===== src/rtl/cmd_tag_credit_issue.sv =====
// Command issue stage toward PSL: allocates the lowest free tag and spends a credit
// per accepted request, then retires tags and recovers credits from PSL responses.
package cmd_tag_credit_issue_pkg;
  localparam logic [2:0] ABT_STRICT = 3'd0;

  typedef struct packed {
    logic [7:0] room;
  } command_in_t;

  typedef struct packed {
    logic        valid;
    logic [7:0]  tag;
    logic        tag_parity;
    logic [12:0] command;
    logic        command_parity;
    logic [2:0]  abt;
    logic [63:0] address;
    logic        address_parity;
    logic [15:0] context_handle;
    logic [11:0] size;
  } command_out_t;

  typedef struct packed {
    logic               valid;
    logic [7:0]         tag;
    logic               tag_parity;
    logic [7:0]         response;
    logic signed [8:0]  credits;
  } response_in_t;
endpackage

module cmd_tag_credit_issue
  import cmd_tag_credit_issue_pkg::*;
#(
  parameter int NUM_TAGS     = 32,
  parameter int CREDIT_WIDTH = 9
) (
  input  logic          clock,
  input  logic          reset,
  input  logic          enabled,
  input  command_in_t   command_in,
  input  logic          req_valid,
  output logic          req_ready,
  input  logic [12:0]   req_command,
  input  logic [63:0]   req_address,
  input  logic [11:0]   req_size,
  input  logic [15:0]   req_context,
  output command_out_t  command_out,
  input  response_in_t  response_in,
  output logic          rsp_valid,
  output logic [7:0]    rsp_tag,
  output logic [7:0]    rsp_response,
  output logic [8:0]    outstanding,
  output logic          idle,
  output logic [1:0]    error
);
  localparam int SW = CREDIT_WIDTH + 2;

  logic                           enabled_q;
  logic signed [CREDIT_WIDTH-1:0] credits;
  logic [NUM_TAGS-1:0]            tag_alloc;
  logic [NUM_TAGS-1:0]            free_onehot;
  logic [NUM_TAGS-1:0]            rsp_hit;
  logic                           any_free;
  logic [7:0]                     free_tag;
  logic                           tag_known;
  logic                           parity_ok;
  logic                           resp_ok;
  logic                           accept;
  logic                           credit_load;
  logic signed [SW-1:0]           room_ext;
  logic signed [SW-1:0]           resp_ext;
  logic signed [SW-1:0]           credit_base;
  logic signed [SW-1:0]           credit_sum;
  logic signed [SW-1:0]           credit_sat;
  logic [8:0]                     outstanding_next;

  // Handshake: a request transfers on any cycle where req_valid and req_ready are
  // both high; req_ready never depends on req_valid.
  always_comb begin
    any_free    = 1'b0;
    free_tag    = '0;
    free_onehot = '0;
    for (int i = NUM_TAGS - 1; i >= 0; i--) begin
      if (!tag_alloc[i]) begin
        any_free       = 1'b1;
        free_tag       = 8'(i);
        free_onehot    = '0;
        free_onehot[i] = 1'b1;
      end
    end
    // Tags outside the pool never match, so range and allocation share one check.
    rsp_hit = '0;
    for (int i = 0; i < NUM_TAGS; i++) begin
      if (response_in.tag == 8'(i)) rsp_hit[i] = 1'b1;
    end
    tag_known = |(rsp_hit & tag_alloc);
    parity_ok = (response_in.tag_parity == ~^response_in.tag);
    resp_ok   = response_in.valid & tag_known & parity_ok;

    req_ready   = enabled & ~credits[CREDIT_WIDTH-1] & (credits != '0) & any_free & ~reset;
    accept      = req_valid & req_ready;
    credit_load = enabled & ~enabled_q;

    room_ext    = $signed({{(SW-8){1'b0}}, command_in.room});
    resp_ext    = resp_ok ? $signed({{(SW-9){response_in.credits[8]}}, response_in.credits}) : '0;
    credit_base = credit_load ? room_ext : $signed({{2{credits[CREDIT_WIDTH-1]}}, credits});
    credit_sum  = credit_base - $signed({{(SW-1){1'b0}}, accept}) + resp_ext;
    if (credit_sum[SW-1])          credit_sat = '0;
    else if (credit_sum > room_ext) credit_sat = room_ext;
    else                            credit_sat = credit_sum;

    outstanding_next = outstanding + 9'(accept) - 9'(resp_ok);
  end

  always_ff @(posedge clock) begin
    if (reset) begin
      enabled_q    <= 1'b0;
      credits      <= '0;
      tag_alloc    <= '0;
      outstanding  <= '0;
      command_out  <= '0;
      rsp_valid    <= 1'b0;
      rsp_tag      <= '0;
      rsp_response <= '0;
      idle         <= 1'b0;
      error        <= '0;
    end else begin
      enabled_q <= enabled;
      if (enabled) credits <= credit_sat[CREDIT_WIDTH-1:0];
      tag_alloc   <= (tag_alloc | (accept ? free_onehot : '0)) & ~(resp_ok ? rsp_hit : '0);
      outstanding <= outstanding_next;
      idle        <= (outstanding_next == '0) & ~accept;

      command_out.valid <= accept;
      command_out.abt   <= ABT_STRICT;
      if (accept) begin
        command_out.tag            <= free_tag;
        command_out.tag_parity     <= ~^free_tag;
        command_out.command        <= req_command;
        command_out.command_parity <= ~^req_command;
        command_out.address        <= req_address;
        command_out.address_parity <= ~^req_address;
        command_out.context_handle <= req_context;
        command_out.size           <= req_size;
      end

      rsp_valid <= resp_ok;
      if (resp_ok) begin
        rsp_tag      <= response_in.tag;
        rsp_response <= response_in.response;
      end

      if (response_in.valid & ~parity_ok) error[0] <= 1'b1;
      if (response_in.valid & ~tag_known) error[1] <= 1'b1;
    end
  end
endmodule


===== config.mk =====
export PLATFORM = sky130hd
export DESIGN_NAME = cmd_tag_credit_issue
export DESIGN_NICKNAME = d
export VERILOG_FILES = /design/src/rtl/cmd_tag_credit_issue.sv
export SDC_FILE = /design/constraint.sdc
export NUM_CORES = 1
export LEC_CHECK = 0
export CORE_UTILIZATION = 60
export CTS_CLUSTER_DIAMETER = 120
export DETAILED_ROUTE_END_ITERATION = 8
export DONT_BUFFER_PORTS = 1
export PLACE_DENSITY = 0.81
export SETUP_SLACK_MARGIN = 0.3
export SYNTH_ARGS = -nofsm -noshare
export SYNTH_HDL_FRONTEND = slang
export SYNTH_SLANG_ARGS = --single-unit

===== constraint.sdc =====
create_clock -name clock -period 17.2 [get_ports clock]
set_input_delay 5.16 -clock clock [delete_from_list [all_inputs] [get_ports clock]]
set_output_delay 5.16 -clock clock [all_outputs]
set_load 0.02 [all_outputs]

After elaboration in Yosys (flattened, before gate mapping)
Index checks and enable logic that the tools add are counted.

cells by class
  $lt $le $gt $ge = 1
  reduce and logical (&&, ||, !) cells = 8
  multiplexer cells = 134
  eq/ne operators = 32
  bitwise gates (word level) = 21
  $add $sub $neg = 4

operator list
  cell                                                             number
  32-bit 2-to-1 mux                                                34
  8-bit 2-to-1 mux                                                 31
  8-bit by 5-bit == test with 1-bit output, second input constant  16
  32-bit bitwise AND                                               2
  8-bit by 4-bit == test with 1-bit output, second input constant  8
  1-bit 2-to-1 mux                                                 64
  64-bit XNOR reduction                                            1
  8-bit by 3-bit == test with 1-bit output, second input constant  4
  32-bit inverter                                                  1
  32-bit OR                                                        1
  32-bit OR reduction                                              1
  11-bit 2-to-1 mux                                                2
  9-bit 2-to-1 mux                                                 2
  8-bit by 2-bit == test with 1-bit output, second input constant  2
  8-bit XNOR reduction                                             2
  13-bit XNOR reduction                                            1
  11-bit adder                                                     1
  1-bit bitwise AND                                                11
  11-bit by 9-bit > comparator with 1-bit output                   1
  11-bit by 2-bit subtractor with 11-bit output                    1
  9-bit by 1-bit adder with 9-bit output                           1
  9-bit zero test                                                  1
  9-bit nonzero test                                               1
  9-bit by 1-bit subtractor with 9-bit output                      1
  5 further kinds                                                  10

word-level totals
  flip-flop bits (word level) = 191
  input bits = 144
  logic and storage cells = 220

Depth between registers and ports, before layout
Gate-level depths: netlist of the first run.

  depth in word-level cells = 40
  gate-level depth with buffers = 30

Least setup slack after synthesis of the first run
OpenSTA, ideal clock, no wires.

  kind = input -> output
  from = input port reset
  to = output port req_ready
  cell stages on the path = 3
  setup slack = 6.007 ns
  data arrival time = 6.033 ns
  required time = 12.040 ns
  path through = nand2b_1 > a211oi_1 > o31a_1

between the ends
  cells in the longest elaborated chain, start to end = 2

RTL lines
  what                line  source
  start: declaration  39    input logic reset,
  1-bit inverter      101   req_ready = enabled & ~credits[CREDIT_WIDTH-1] & (credits != '0) & any_free & ~reset;
  1-bit bitwise AND   101
  end: declaration    43    output logic req_ready,

No other way between the ends.

Worst setup path in the final report of the first run
Ends and elaborated chain as after synthesis.

==> out/qor.json, run 1 <==
{
  "synthesis": {
    "netlist_area_mm2": 0.00933,
    "count_of_flip_flops_with_a_built_in_enable_after_synthesis": 0,
    "synth_warnings": 0,
    "ys_dominant_reg_cell": "dfxtp_1",
    "yosys.area.top_type": "dfxtp_1",
    "seq_area_frac_synth": 0.397,
    "syn-instance-count": 1155,
    "syn_area_per_cell_um2": 8.08,
    "most_common_cell_in_the_netlist": "nand2_1",
    "synth.top_cells.by_area": "dfxtp_1 40%, nand2_1 11%, a21oi_1 7.8%",
    "synth_common_cells": "267 x nand2_1, 185 x dfxtp_1, 146 x a21oi_1",
    "synth_largest_type_area_fraction": 0.397,
    "ff_latch_count_synth": 185,
    "synthDistinctLibCells": 61,
    "async_flop_share": 0
  },
  "timing": {
    "maxClockFrequency_mhz": 87.1,
    "final.period_utilization": 0.667,
    "grt_setup_unrepaired": "no",
    "report.final.hold_viol_count": 0,
    "worst-slew-pin-transition_ns": 1.10,
    "report.final.slew_viol_count": 0,
    "fin_worst_skew_ns": 0.0112,
    "worst_path_setup_slack_after_routing_ns": 5.72,
    "timing.setup.tns_ns": 0,
    "finalSetupViolations": 0,
    "maxSlewHeadroom": 0.269,
    "fin_crit_ns": 11.48
  },
  "clocking": {
    "clock_latency_ns": 0.43,
    "tritoncts": "done",
    "cts-resized-gates": 0,
    "cts_hold_buf": 0,
    "numCtsBuffers": 17,
    "ctsLongestPathBuffers": 2,
    "cts.clk_slew.worst_paths_ns": 0.07,
    "cts-htree-levels": 4,
    "clock-root-buffer": "clkbuf_16",
    "cts.sinks": 185,
    "post-cts-setup-buffer-count": 0
  },
  "floorplan": {
    "boundaryPins": 294,
    "start_util": 0.614,
    "rows": 45,
    "fp.dieH_um": 127,
    "die_footprint_mm2": 0.0161,
    "die_w_um": 127,
    "core_area_mm2": 0.0152
  },
  "setup_path": {
    "worstPathArrival_ns": 6.32,
    "timing.reg2reg.worst_path_depth": 20,
    "criticalPathCategory": "in2out",
    "kind_of_end_point_of_the_critical_path": "primary output",
    "worst_setup_path_start_kind": "input port",
    "critical_path.max_fanout": 175,
    "cp_data_required_time_ns": 12.04
  },
  "place": {
    "place_ws_ns": 5.73,
    "place_hpwl_um": 16700,
    "gpl.final_weighted_congestion": 0.933,
    "port-buffer-count": 0,
    "numPlacedInstances": 1279
  },
  "power": {
    "ir_drop_mv": 0.0671,
    "power_report.internal_total_mw": 0.768,
    "power.share.switching": 0.327,
    "power.combinational.fraction": 0.225,
    "power.share.clock": 0.337,
    "switching_power_mw": 0.373,
    "power_density_mw_per_mm2": 115,
    "p_leak_nw": 3.56,
    "p_seq_frac": 0.438
  },
  "min_path": {
    "worstHoldPathCells": 2,
    "worst_hold_path_type": "reg2reg"
  },
  "cells_and_area": {
    "antenna_cells": 0,
    "final_cell_count_no_fill": 1311,
    "finish.utilization": 0.651,
    "area_growth_syn_to_layout_pct": 6.01,
    "fraction_of_final_layout_cells_sized_beyond_drive_strength_1": 0.0365,
    "fill_cells": 1304,
    "num-nets-final": 1303
  },
  "flow_run": {
    "drv_cap": 0
  },
  "routing": {
    "detailroute.via_count": 7842,
    "detail_route.iter0.violations": 591,
    "drt_drc_violations_left": 0,
    "route.antenna.remaining_nets": 0,
    "wl_per_cell_um": 17.6,
    "aggregate_routed_wire_length_um": 23100,
    "route.detailed.vias_per_inst": 5.98,
    "dr.pass1.iters": 5
  },
  "global_routing": {
    "grtUsageTotal": 0.280,
    "initial_antenna_violation_count": 1,
    "vias_in_the_first_global_route": 7262,
    "grt.overflow.total": 0,
    "grt_start_max_net_pins": 176,
    "grt_first_pass_wirelength_um": 35900
  },
  "run_status": {
    "run_status": "finished, final reports clean"
  }
}
power groups by stage:
stage	clock network (mW)	registers (mW)	logic, mW
2_1_floorplan	0	0.502	0.220
3_3_place_gp	0	0.509	0.247
3_5_place_dp	0	0.510	0.254
4_1_cts	0.391	0.500	0.257
5_1_grt	0.410	0.502	0.288
6_report	0.385	0.500	0.257
per-stage QoR:
step | power, mW | hold slack [ns] | instance area, µm²
2_1_floorplan | 0.723 | 0.430 | 9350
3_3_place_gp | 0.756 | 0.445 | 9300
3_5_place_dp | 0.764 | 0.454 | 9300
4_1_cts | 1.15 | 0.464 | 9890
5_1_grt | 1.20 | 0.491 | 9890
6_report | 1.14 | 0.465 | 9890
kinds of logic after synthesis:
family,synth area share
flip-flops,0.397
AO/OA/AOI/OAI,0.184
other,0.000402
multiplexers,0.0290
buffers and inverters,0.0584
XOR/XNOR,0.0873
adder cells (fa/ha/maj),0.0673
AND/OR/NAND/NOR,0.177
path summary, 6_finish.rpt:
kind / slack [ns] / startpoint / endpoint
worst max-delay path: 5.72 / reset / req_ready
worst min-delay path: 0.46 / credits[2] / credits[2]
worst max register to register: 10.97 / tag_alloc[27] / credits[0]
worst min register to register: 0.46 / credits[2] / credits[2]
per-layer routing:
metal	vias to the layer above	wire length [µm]	part of all wire	track usage
met3	40	1880	0.081	0.0725
met4	0	682	0.030	0.121
met2	317	11400	0.49	0.481
met5	-	0	0	0
met1	3653	9140	0.40	0.331
li1	3832	-	-	-
cell usage in the layout, fill, tap and decap left out, drive strengths merged, types with 6 or more instances in the layout:
master,count
and3,12
nand3,10
xor2,16
a22oi,13
a21oi,146
nor2b,8
a211oi,20
and2,9
a31oi,10
mux2i,27
nand4,11
clkinv,7
inv,67
clkbuf,18
a21o,7
a311oi,15
nand2,267
o21ai,23
xnor2,77
ha,47
nor2,50
dfxtp,185
conb,6
critical path: stages:
cell and delay [ns]:
nand2b_1 0.17, a211oi_1 0.53, o31a_1 0.44
sequential cells by signal, indices dropped and copies added (netlist names):
signal	cells
outstanding	9
tag_alloc	32
command_out	114
idle	1
rsp_response	8
enabled_q	1
rsp_valid	1
credits	9
error	2
rsp_tag	8
cell type report:
| class | instances | area [µm²] | area share |
|---|---|---|---|
| inverter | 61 | 230 | 0.0233 |
| clock buffer | 18 | 439 | 0.0444 |
| multi-input combinational | 841 | 5100 | 0.516 |
| timing repair buffer | 4 | 30.0 | 0.00303 |
| clock inverter | 14 | 153 | 0.0154 |
| sequential | 185 | 3700 | 0.374 |
| tap | 188 | 235 | 0.0238 |
Power figures use the tool's default switching activity.
==> inputs of run 2 (changes only) <==
clock period = 10.6 ns   (was 17.2 ns; I/O delays follow)
==> run 2 against run 1 <==
Net effect:
- power up 63%
- non-clock buffer count unchanged
- setup slack worse by 3.5 ns
- final cell count about the same
- routed wire length up 2.0%
- cell area unchanged
- critical path type is now in2reg
==> out/qor.json, run 2 (same netlist as run 1, synthesis figures left out) <==
{
  "setup_path": {
    "crit_path_top_delay_cell": {"value": "and3_1", "change": "was a211oi_1"},
    "critical_path.max_fanout": {"value": 18, "change": "was 175"},
    "worst_path_most_repeated_cell": "ha_1",
    "worstPathArrival": {"value": 8.64, "unit": "ns", "change": "was 6.32 ns"},
    "critical_path.top_delay_family": {"value": "simple AND/OR/NAND/NOR gates", "change": "was compound AO/OA/AOI/OAI gates"},
    "maximum_cell_stage_delay_along_the_critical_path": {"value": 0.79, "unit": "ns", "change": "was 0.53 ns"},
    "kind_of_end_point_of_the_critical_path": {"value": "register", "change": "was primary output"},
    "worst_setup_path_start_kind": {"value": "input port", "change": "unchanged"},
    "criticalPathCategory": {"value": "in2reg", "change": "was in2out"},
    "cp_data_required_time": {"value": 10.91, "unit": "ns", "change": "was 12.04 ns"},
    "path_buf_inv": {"value": 2, "change": "was 0"}
  },
  "routing": {
    "detailroute.via_count": {"value": 7964, "change": "was 7842"},
    "dr.pass1.iters": {"value": 5, "change": "unchanged"},
    "route.detailed.vias_per_inst": {"value": 6.08, "change": "was 5.98"},
    "detail_route.iter0.violations": {"value": 595, "change": "was 591"},
    "route.antenna.remaining_nets": {"value": 0, "change": "unchanged"},
    "wl_per_cell": {"value": 18.0, "unit": "µm", "change": "was 17.6 µm"},
    "drt_drc_violations_left": {"value": 0, "change": "unchanged"},
    "aggregate_routed_wire_length": {"value": 23500, "unit": "µm", "change": "was 23100 µm"}
  },
  "timing": {
    "timing.setup.tns": {"value": 0, "unit": "ns", "change": "unchanged"},
    "report.final.hold_viol_count": {"value": 0, "change": "unchanged"},
    "worst-slew-pin-transition": {"value": 1.02, "unit": "ns", "change": "was 1.10 ns"},
    "fin_worst_skew": {"value": 0.00891, "unit": "ns", "change": "was 0.0112 ns"},
    "maxClockFrequency_mhz": 120,
    "report.final.slew_viol_count": {"value": 0, "change": "unchanged"},
    "fin_crit_ns": 8.33,
    "maxSlewHeadroom": {"value": 0.321, "change": "was 0.269"},
    "grt_setup_unrepaired": {"value": "no", "change": "unchanged"},
    "final.period_utilization": 0.786,
    "finalSetupViolations": {"value": 0, "change": "unchanged"}
  },
  "place": {
    "post_dp_cell_area": {"value": 0.00930, "unit": "mm²", "change": "unchanged"},
    "gpl.final_weighted_congestion": {"value": 0.915, "change": "was 0.933"},
    "place_hpwl": {"value": 17000, "unit": "µm", "change": "was 16700 µm"},
    "port-buffer-count": {"value": 0, "change": "unchanged"}
  },
  "global_routing": {
    "grt_first_pass_wirelength": {"value": 36300, "unit": "µm", "change": "was 35900 µm"},
    "initial_antenna_violation_count": {"value": 0, "change": "was 1"},
    "grt_start_max_net_pins": {"value": 176, "change": "unchanged"},
    "grtUsageTotal": {"value": 0.283, "change": "was 0.280"},
    "vias_in_the_first_global_route": {"value": 7249, "change": "was 7262"},
    "met1_track_demand_over_resource": {"value": 0.327, "change": "was 0.331"},
    "grt.met3_usage": {"value": 0.0797, "change": "was 0.0725"},
    "grt_most_used_layer": {"value": "met2", "change": "unchanged"},
    "global_route.usage.met2": {"value": 0.491, "change": "was 0.481"},
    "grt.overflow.total": {"value": 0, "change": "unchanged"}
  },
  "cells_and_area": {
    "area_growth_syn_to_layout": {"value": 6.01, "unit": "%", "change": "unchanged"},
    "most-common-layout-cells": {"value": "267 x nand2_1, 185 x dfxtp_1, 146 x a21oi_1", "change": "unchanged"},
    "area_of_the_multi_input_gates": {"value": 0.00510, "unit": "mm²", "change": "unchanged"},
    "flip_flop_count_of_the_largest_register_after_layout": {"value": 114, "change": "unchanged"},
    "fraction_of_final_layout_cells_sized_beyond_drive_strength_1": {"value": 0.0357, "change": "was 0.0365"},
    "layout.cell_area.non_filler": {"value": 0.00989, "unit": "mm²", "change": "unchanged"},
    "top_register": {"value": "command_out", "change": "unchanged"},
    "antenna_cells": {"value": 0, "change": "unchanged"},
    "layout.cells.most_common": {"value": "nand2_1", "change": "unchanged"},
    "biggestRegsByFlops": {"value": "command_out: 114 flops, tag_alloc: 32 flops", "change": "unchanged"},
    "final-seq-area": {"value": 0.00370, "unit": "mm²", "change": "unchanged"},
    "fill_cells": {"value": 1301, "change": "was 1304"},
    "num-nets-final": {"value": 1303, "change": "unchanged"}
  },
  "clocking": {
    "cts.sinks": {"value": 185, "change": "unchanged"},
    "clock-root-buffer": {"value": "clkbuf_16", "change": "unchanged"},
    "cts-resized-gates": {"value": 0, "change": "unchanged"},
    "cts-htree-levels": {"value": 4, "change": "unchanged"},
    "clock_latency": {"value": 0.42, "unit": "ns", "change": "was 0.43 ns"},
    "cts.clk_slew.worst_paths": {"value": 0.07, "unit": "ns", "change": "about the same"},
    "tritoncts": {"value": "done", "change": "unchanged"},
    "post-cts-setup-buffer-count": {"value": 0, "change": "unchanged"},
    "cts_hold_buf": {"value": 0, "change": "unchanged"},
    "numCtsBuffers": {"value": 17, "change": "unchanged"},
    "ctsLongestPathBuffers": {"value": 2, "change": "unchanged"}
  },
  "floorplan": {
    "start_util": {"value": 0.614, "change": "unchanged"},
    "rows": {"value": 45, "change": "unchanged"},
    "fp.dieH": {"value": 127, "unit": "µm", "change": "unchanged"},
    "boundaryPins": {"value": 294, "change": "unchanged"},
    "die_w": {"value": 127, "unit": "µm", "change": "unchanged"},
    "core_area": {"value": 0.0152, "unit": "mm²", "change": "unchanged"},
    "die_footprint": {"value": 0.0161, "unit": "mm²", "change": "unchanged"}
  },
  "flow_run": {
    "drv_cap": {"value": 0, "change": "unchanged"}
  },
  "power": {
    "power_density": {"value": 188, "unit": "mW/mm²", "change": "was 115 mW/mm²"},
    "p_leak": {"value": 3.55, "unit": "nW", "change": "was 3.56 nW"},
    "ir_drop": {"value": 0.109, "unit": "mV", "change": "was 0.0671 mV"}
  },
  "min_path": {
    "worst_hold_path_type": {"value": "reg2reg", "change": "unchanged"}
  },
  "run_status": {
    "run_status": {"value": "finished, final reports clean", "change": "unchanged"}
  }
}
==> run 2: cell types whose count changed in the layout (fill, tap and decap cells not counted), sizes merged <==
cell / before / now
clkinvlp: 1 / 2
clkinv: 7 / 4
bufinv: 0 / 1
==> run 2: worst reg2reg max path: stages (launching register included) <==
cell and delay [ns]:
dfxtp_1 0.45, nand4_1 0.19, or4_1 0.66, o311ai_4 0.28
clkinv_2 0.74, ha_1 0.62, inv_1 0.04, ha_1 0.20
fa_1 0.47, a211o_1 0.32, a21oi_1 0.28, nor2b_1 0.10
nor2_1 0.14, xnor2_1 0.11, ha_1 0.31, nand4_1 0.08
or2_2 0.28, o21ai_0 0.13, a21oi_1 0.20, a22oi_1 0.24
nand2_1 0.08
==> run 2: routing by layer <==
layer	wire, µm	vias to the layer above	part of all wire
met2	11600	416	0.49
met4	739	0	0.031
met1	9040	3668	0.38
li1	-	3825	-
met5	0	-	0
met3	2210	55	0.094
==> run 2: through the flow <==
step | util | total power, mW | cells | hold WS [ns] | worst slack (ns)
finish | 0.651 | 1.86 | 1310 | 0.467 | 2.27
global route | 0.651 | 1.96 | 1310 | 0.483 | 1.79
CTS | 0.651 | 1.87 | 1310 | 0.467 | 2.36
detailed placement | 0.612 | 1.24 | 1279 | 0.458 | 1.96
global placement | 0.612 | 1.23 | 1279 | 0.446 | 2.15
floorplan | - | 1.17 | 1160 | 0.430 | 2.65
==> run 2: report_power, final <==
part	switching (mW)	internal (mW)
combinational	0.227	0.189
clock	0.295	0.341
sequential	0.0749	0.736
==> run 2: layout make-up <==
class,instances,share of cell area
timing repair buffer,4,0.00303
inverter,61,0.0233
multi-input combinational,841,0.516
clock inverter,13,0.0154
tap,188,0.0238
clock buffer,18,0.0444
sequential,185,0.374
==> run 2: path summary, 6_finish.rpt <==
check             cells after the start  slack, ns          to             from
setup / recovery                     25       2.27  credits[1]  response_in[19]
hold reg to reg                       2       0.47  credits[4]       credits[4]
setup reg to reg                     20       4.54  credits[1]    tag_alloc[26]
hold / removal                        2       0.47  credits[4]       credits[4]
==> inputs of run 3 (changes only) <==
CORE_UTILIZATION = 58   (was 60)
clock period = 7.6 ns   (was 10.6 ns; I/O delays follow)
==> run 3 against run 2 <==
Net effect:
- die area up 3.4%
- clock skew up 0.0027 ns
- via count is 0.89% lower
- utilization down 2.0 points
- worst hold slack lost 0.00070 ns
- largest power group unchanged
- final cell count is 2.4% higher
- sequential power increased by 39%
- register-to-register slack got worse by 2.2 ns
- count of clock-buffer cells in the layout unchanged
- sequential share of layout area down 0.22 points
- power increased by 39%
- critical path depth fell by 1
==> out/qor.json, run 3 (same netlist as run 1, synthesis figures left out) <==
{
  "setup_path": {
    "crit_path_top_delay_cell": {"value": "ha_1", "change": "was and3_1"},
    "timing.reg2reg.worst_path_depth": {"value": 20, "change": "unchanged"},
    "critical_path.max_fanout": {"value": 29, "change": "was 18"},
    "ff2ff_setup_slack": {"value": 2.30, "unit": "ns", "change": "was 4.54 ns"},
    "kind_of_end_point_of_the_critical_path": {"value": "register", "change": "unchanged"},
    "criticalPathCategory": {"value": "in2reg", "change": "unchanged"},
    "maximum_cell_stage_delay_along_the_critical_path": {"value": 0.46, "unit": "ns", "change": "was 0.79 ns"},
    "cp_data_required_time": {"value": 7.93, "unit": "ns", "change": "was 10.91 ns"},
    "critical_path.top_delay_family": {"value": "compound AO/OA/AOI/OAI gates", "change": "was simple AND/OR/NAND/NOR gates"},
    "path_buf_inv": {"value": 3, "change": "was 2"},
    "reg2reg_to": {"value": "credits[5]", "change": "was credits[1]"},
    "crit_path_cell_trace": "inv_1 > ha_1 > a22o_1 > o21ai_0 > o2111ai_1 > nand2_1 > a21boi_1 > and3_1 > buf_4 > nand2_1 > ha_1 > inv_1 > ha_1 > o21ai_0 > nor2_1 > or3_1 > a21oi_1 > xnor2_1 > ha_1 > a21o_1 > o21ai_0 > nand2_1 > mux2i_1 > o21ai_0",
    "r2r_start": {"value": "tag_alloc[26]", "change": "unchanged"},
    "worst_setup_path_start_kind": {"value": "input port", "change": "unchanged"},
    "worstPathArrival": {"value": 7.23, "unit": "ns", "change": "was 8.64 ns"}
  },
  "cells_and_area": {
    "num-nets-final": {"value": 1305, "change": "was 1303"},
    "most-common-layout-cells": {"value": "267 x nand2_1, 185 x dfxtp_1, 146 x a21oi_1", "change": "unchanged"},
    "area_of_the_multi_input_gates": {"value": 0.00511, "unit": "mm²", "change": "was 0.00510 mm²"},
    "antenna_cells": {"value": 0, "change": "unchanged"},
    "final-seq-area": {"value": 0.00370, "unit": "mm²", "change": "unchanged"},
    "fill_cells": {"value": 1397, "change": "was 1301"},
    "layout.cells.most_common": {"value": "nand2_1", "change": "unchanged"},
    "flip_flop_count_of_the_largest_register_after_layout": {"value": 114, "change": "unchanged"},
    "fraction_of_final_layout_cells_sized_beyond_drive_strength_1": {"value": 0.0400, "change": "was 0.0357"},
    "top_register": {"value": "command_out", "change": "unchanged"},
    "biggestRegsByFlops": {"value": "command_out: 114 flops, tag_alloc: 32 flops", "change": "unchanged"},
    "layout.cell_area.non_filler": {"value": 0.00995, "unit": "mm²", "change": "was 0.00989 mm²"},
    "area_growth_syn_to_layout": {"value": 6.64, "unit": "%", "change": "was 6.01%"},
    "finish.utilization": {"value": 0.631, "change": "was 0.651"}
  },
  "timing": {
    "fin_crit_ns": 6.89,
    "report.final.hold_viol_count": {"value": 0, "change": "unchanged"},
    "worst-slew-pin-transition": {"value": 1.12, "unit": "ns", "change": "was 1.02 ns"},
    "maxClockFrequency_mhz": 145,
    "holdWs": {"value": 0.467, "unit": "ns", "change": "about the same"},
    "finalSetupViolations": {"value": 0, "change": "unchanged"},
    "timing.setup.tns": {"value": 0, "unit": "ns", "change": "unchanged"},
    "report.final.slew_viol_count": {"value": 0, "change": "unchanged"},
    "maxSlewHeadroom": {"value": 0.255, "change": "was 0.321"},
    "final.period_utilization": 0.907,
    "grt_setup_unrepaired": {"value": "no", "change": "unchanged"},
    "fin_worst_skew": {"value": 0.0116, "unit": "ns", "change": "was 0.00891 ns"}
  },
  "clocking": {
    "post-cts-setup-buffer-count": {"value": 0, "change": "unchanged"},
    "clock-root-buffer": {"value": "clkbuf_16", "change": "unchanged"},
    "cts_hold_buf": {"value": 0, "change": "unchanged"},
    "cts.clk_slew.worst_paths": {"value": 0.07, "unit": "ns", "change": "about the same"},
    "cts.sinks": {"value": 185, "change": "unchanged"},
    "ctsLongestPathBuffers": {"value": 2, "change": "unchanged"},
    "tritoncts": {"value": "done", "change": "unchanged"},
    "cts-htree-levels": {"value": 4, "change": "unchanged"},
    "numCtsBuffers": {"value": 17, "change": "unchanged"},
    "cts-resized-gates": {"value": 0, "change": "unchanged"},
    "clock_latency": {"value": 0.44, "unit": "ns", "change": "was 0.42 ns"}
  },
  "min_path": {
    "timing.hold.worst.start": {"value": "credits[3]", "change": "was credits[4]"},
    "worst_hold_path_type": {"value": "reg2reg", "change": "unchanged"},
    "min_delay_worst_endpoint": {"value": "credits[3]", "change": "was credits[4]"},
    "worstHoldPathCells": {"value": 2, "change": "unchanged"}
  },
  "global_routing": {
    "grt.overflow.total": {"value": 0, "change": "unchanged"},
    "grt_start_max_net_pins": {"value": 176, "change": "unchanged"},
    "grt_first_pass_wirelength": {"value": 35800, "unit": "µm", "change": "was 36300 µm"},
    "grtUsageTotal": {"value": 0.275, "change": "was 0.283"},
    "vias_in_the_first_global_route": {"value": 7023, "change": "was 7249"},
    "initial_antenna_violation_count": {"value": 0, "change": "unchanged"}
  },
  "power": {
    "power.share.clock": {"value": 0.337, "change": "was 0.342"},
    "switching_power": {"value": 0.854, "unit": "mW", "change": "was 0.597 mW"},
    "power.combinational.fraction": {"value": 0.226, "change": "was 0.223"},
    "ir_drop": {"value": 0.154, "unit": "mV", "change": "was 0.109 mV"},
    "power.share.switching": {"value": 0.329, "change": "was 0.320"},
    "power_density": {"value": 261, "unit": "mW/mm²", "change": "was 188 mW/mm²"},
    "power_report.internal_total": {"value": 1.74, "unit": "mW", "change": "was 1.27 mW"},
    "p_seq_frac": {"value": 0.436, "change": "was 0.435"},
    "p_leak": {"value": 3.57, "unit": "nW", "change": "was 3.55 nW"}
  },
  "routing": {
    "drt_drc_violations_left": {"value": 0, "change": "unchanged"},
    "wl_per_cell": {"value": 17.7, "unit": "µm", "change": "was 18.0 µm"},
    "detail_route.iter0.violations": {"value": 705, "change": "was 595"},
    "route.antenna.remaining_nets": {"value": 0, "change": "unchanged"},
    "dr.pass1.iters": {"value": 5, "change": "unchanged"},
    "aggregate_routed_wire_length": {"value": 23800, "unit": "µm", "change": "was 23500 µm"},
    "route.detailed.vias_per_inst": {"value": 5.89, "change": "was 6.08"},
    "detailroute.via_count": {"value": 7893, "change": "was 7964"}
  },
  "floorplan": {
    "die_w": {"value": 129, "unit": "µm", "change": "was 127 µm"},
    "start_util": {"value": 0.592, "change": "was 0.614"},
    "rows": {"value": 46, "change": "was 45"},
    "fp.dieH": {"value": 129, "unit": "µm", "change": "was 127 µm"},
    "die_footprint": {"value": 0.0166, "unit": "mm²", "change": "was 0.0161 mm²"},
    "core_area": {"value": 0.0158, "unit": "mm²", "change": "was 0.0152 mm²"},
    "boundaryPins": {"value": 294, "change": "unchanged"}
  },
  "flow_run": {
    "drv_cap": {"value": 0, "change": "unchanged"}
  },
  "place": {
    "place_hpwl": {"value": 17400, "unit": "µm", "change": "was 17000 µm"},
    "gpl.final_weighted_congestion": {"value": 0.939, "change": "was 0.915"},
    "post_dp_cell_area": {"value": 0.00935, "unit": "mm²", "change": "was 0.00930 mm²"},
    "port-buffer-count": {"value": 0, "change": "unchanged"}
  },
  "run_status": {
    "run_status": {"value": "finished, final reports clean", "change": "unchanged"}
  }
}
[run 3: metal layers]
layer  track usage  wire length, µm
met1         0.330             9270
met2         0.452            11400
met3        0.0836             2260
met4         0.130              805
met5             0                0
[run 3: layout make-up]
class	count	share of cell area
Clock inverter	14	0.0157
Sequential cell	185	0.372
Multi-Input combinational cell	841	0.513
Clock buffer	18	0.0441
Tap cell	216	0.0272
Inverter	61	0.0231
Timing Repair Buffer	6	0.00453
[run 3: worst max-delay path by stage]
stage / from / to / slack [ns] / cells past startpoint
3_5_place_dp: response_in[18] / credits[5] / 0.32 / 24
6_report: response_in[20] / credits[5] / 0.71 / 24
2_1_floorplan: response_in[19] / credits[0] / 0.55 / 30
5_1_grt: response_in[20] / credits[5] / 0.31 / 25
4_1_cts: response_in[18] / credits[5] / 0.73 / 24
3_3_place_gp: response_in[19] / credits[2] / 0.49 / 24
[run 3: per-stage QoR]
stage               instances  setup slack [ns]  total power [mW]
finish                   1341             0.709              2.59
global route             1341             0.307              2.73
CTS                      1341             0.731              2.61
detailed placement       1309             0.322              1.73
global placement         1309             0.491              1.71
floorplan                1160             0.553              1.64
[run 3: power by group through the flow]
stage | clock (mW) | combinational (mW) | sequential [mW]
2_1_floorplan | 0 | 0.499 | 1.14
3_3_place_gp | 0 | 0.560 | 1.15
3_5_place_dp | 0 | 0.580 | 1.15
4_1_cts | 0.892 | 0.586 | 1.13
5_1_grt | 0.934 | 0.660 | 1.14
6_report | 0.875 | 0.587 | 1.13
[run 3: worst register-to-register path, cell delays in order (launching register included)]
cell      delay, ns
dfxtp_1        0.45
nand4_1        0.19
or4_1          0.66
o311ai_4       0.47
clkinv_2       0.14
ha_1           0.30
inv_1          0.04
ha_1           0.20
fa_1           0.48
a211o_1        0.31
a21oi_1        0.23
nor2b_1        0.08
nor2_1         0.14
xnor2_1        0.17
ha_1           0.29
o211ai_1       0.09
a21oi_1        0.06
o21ai_0        0.32
nand2_1        0.20
mux2i_1        0.15
o21ai_0        0.23
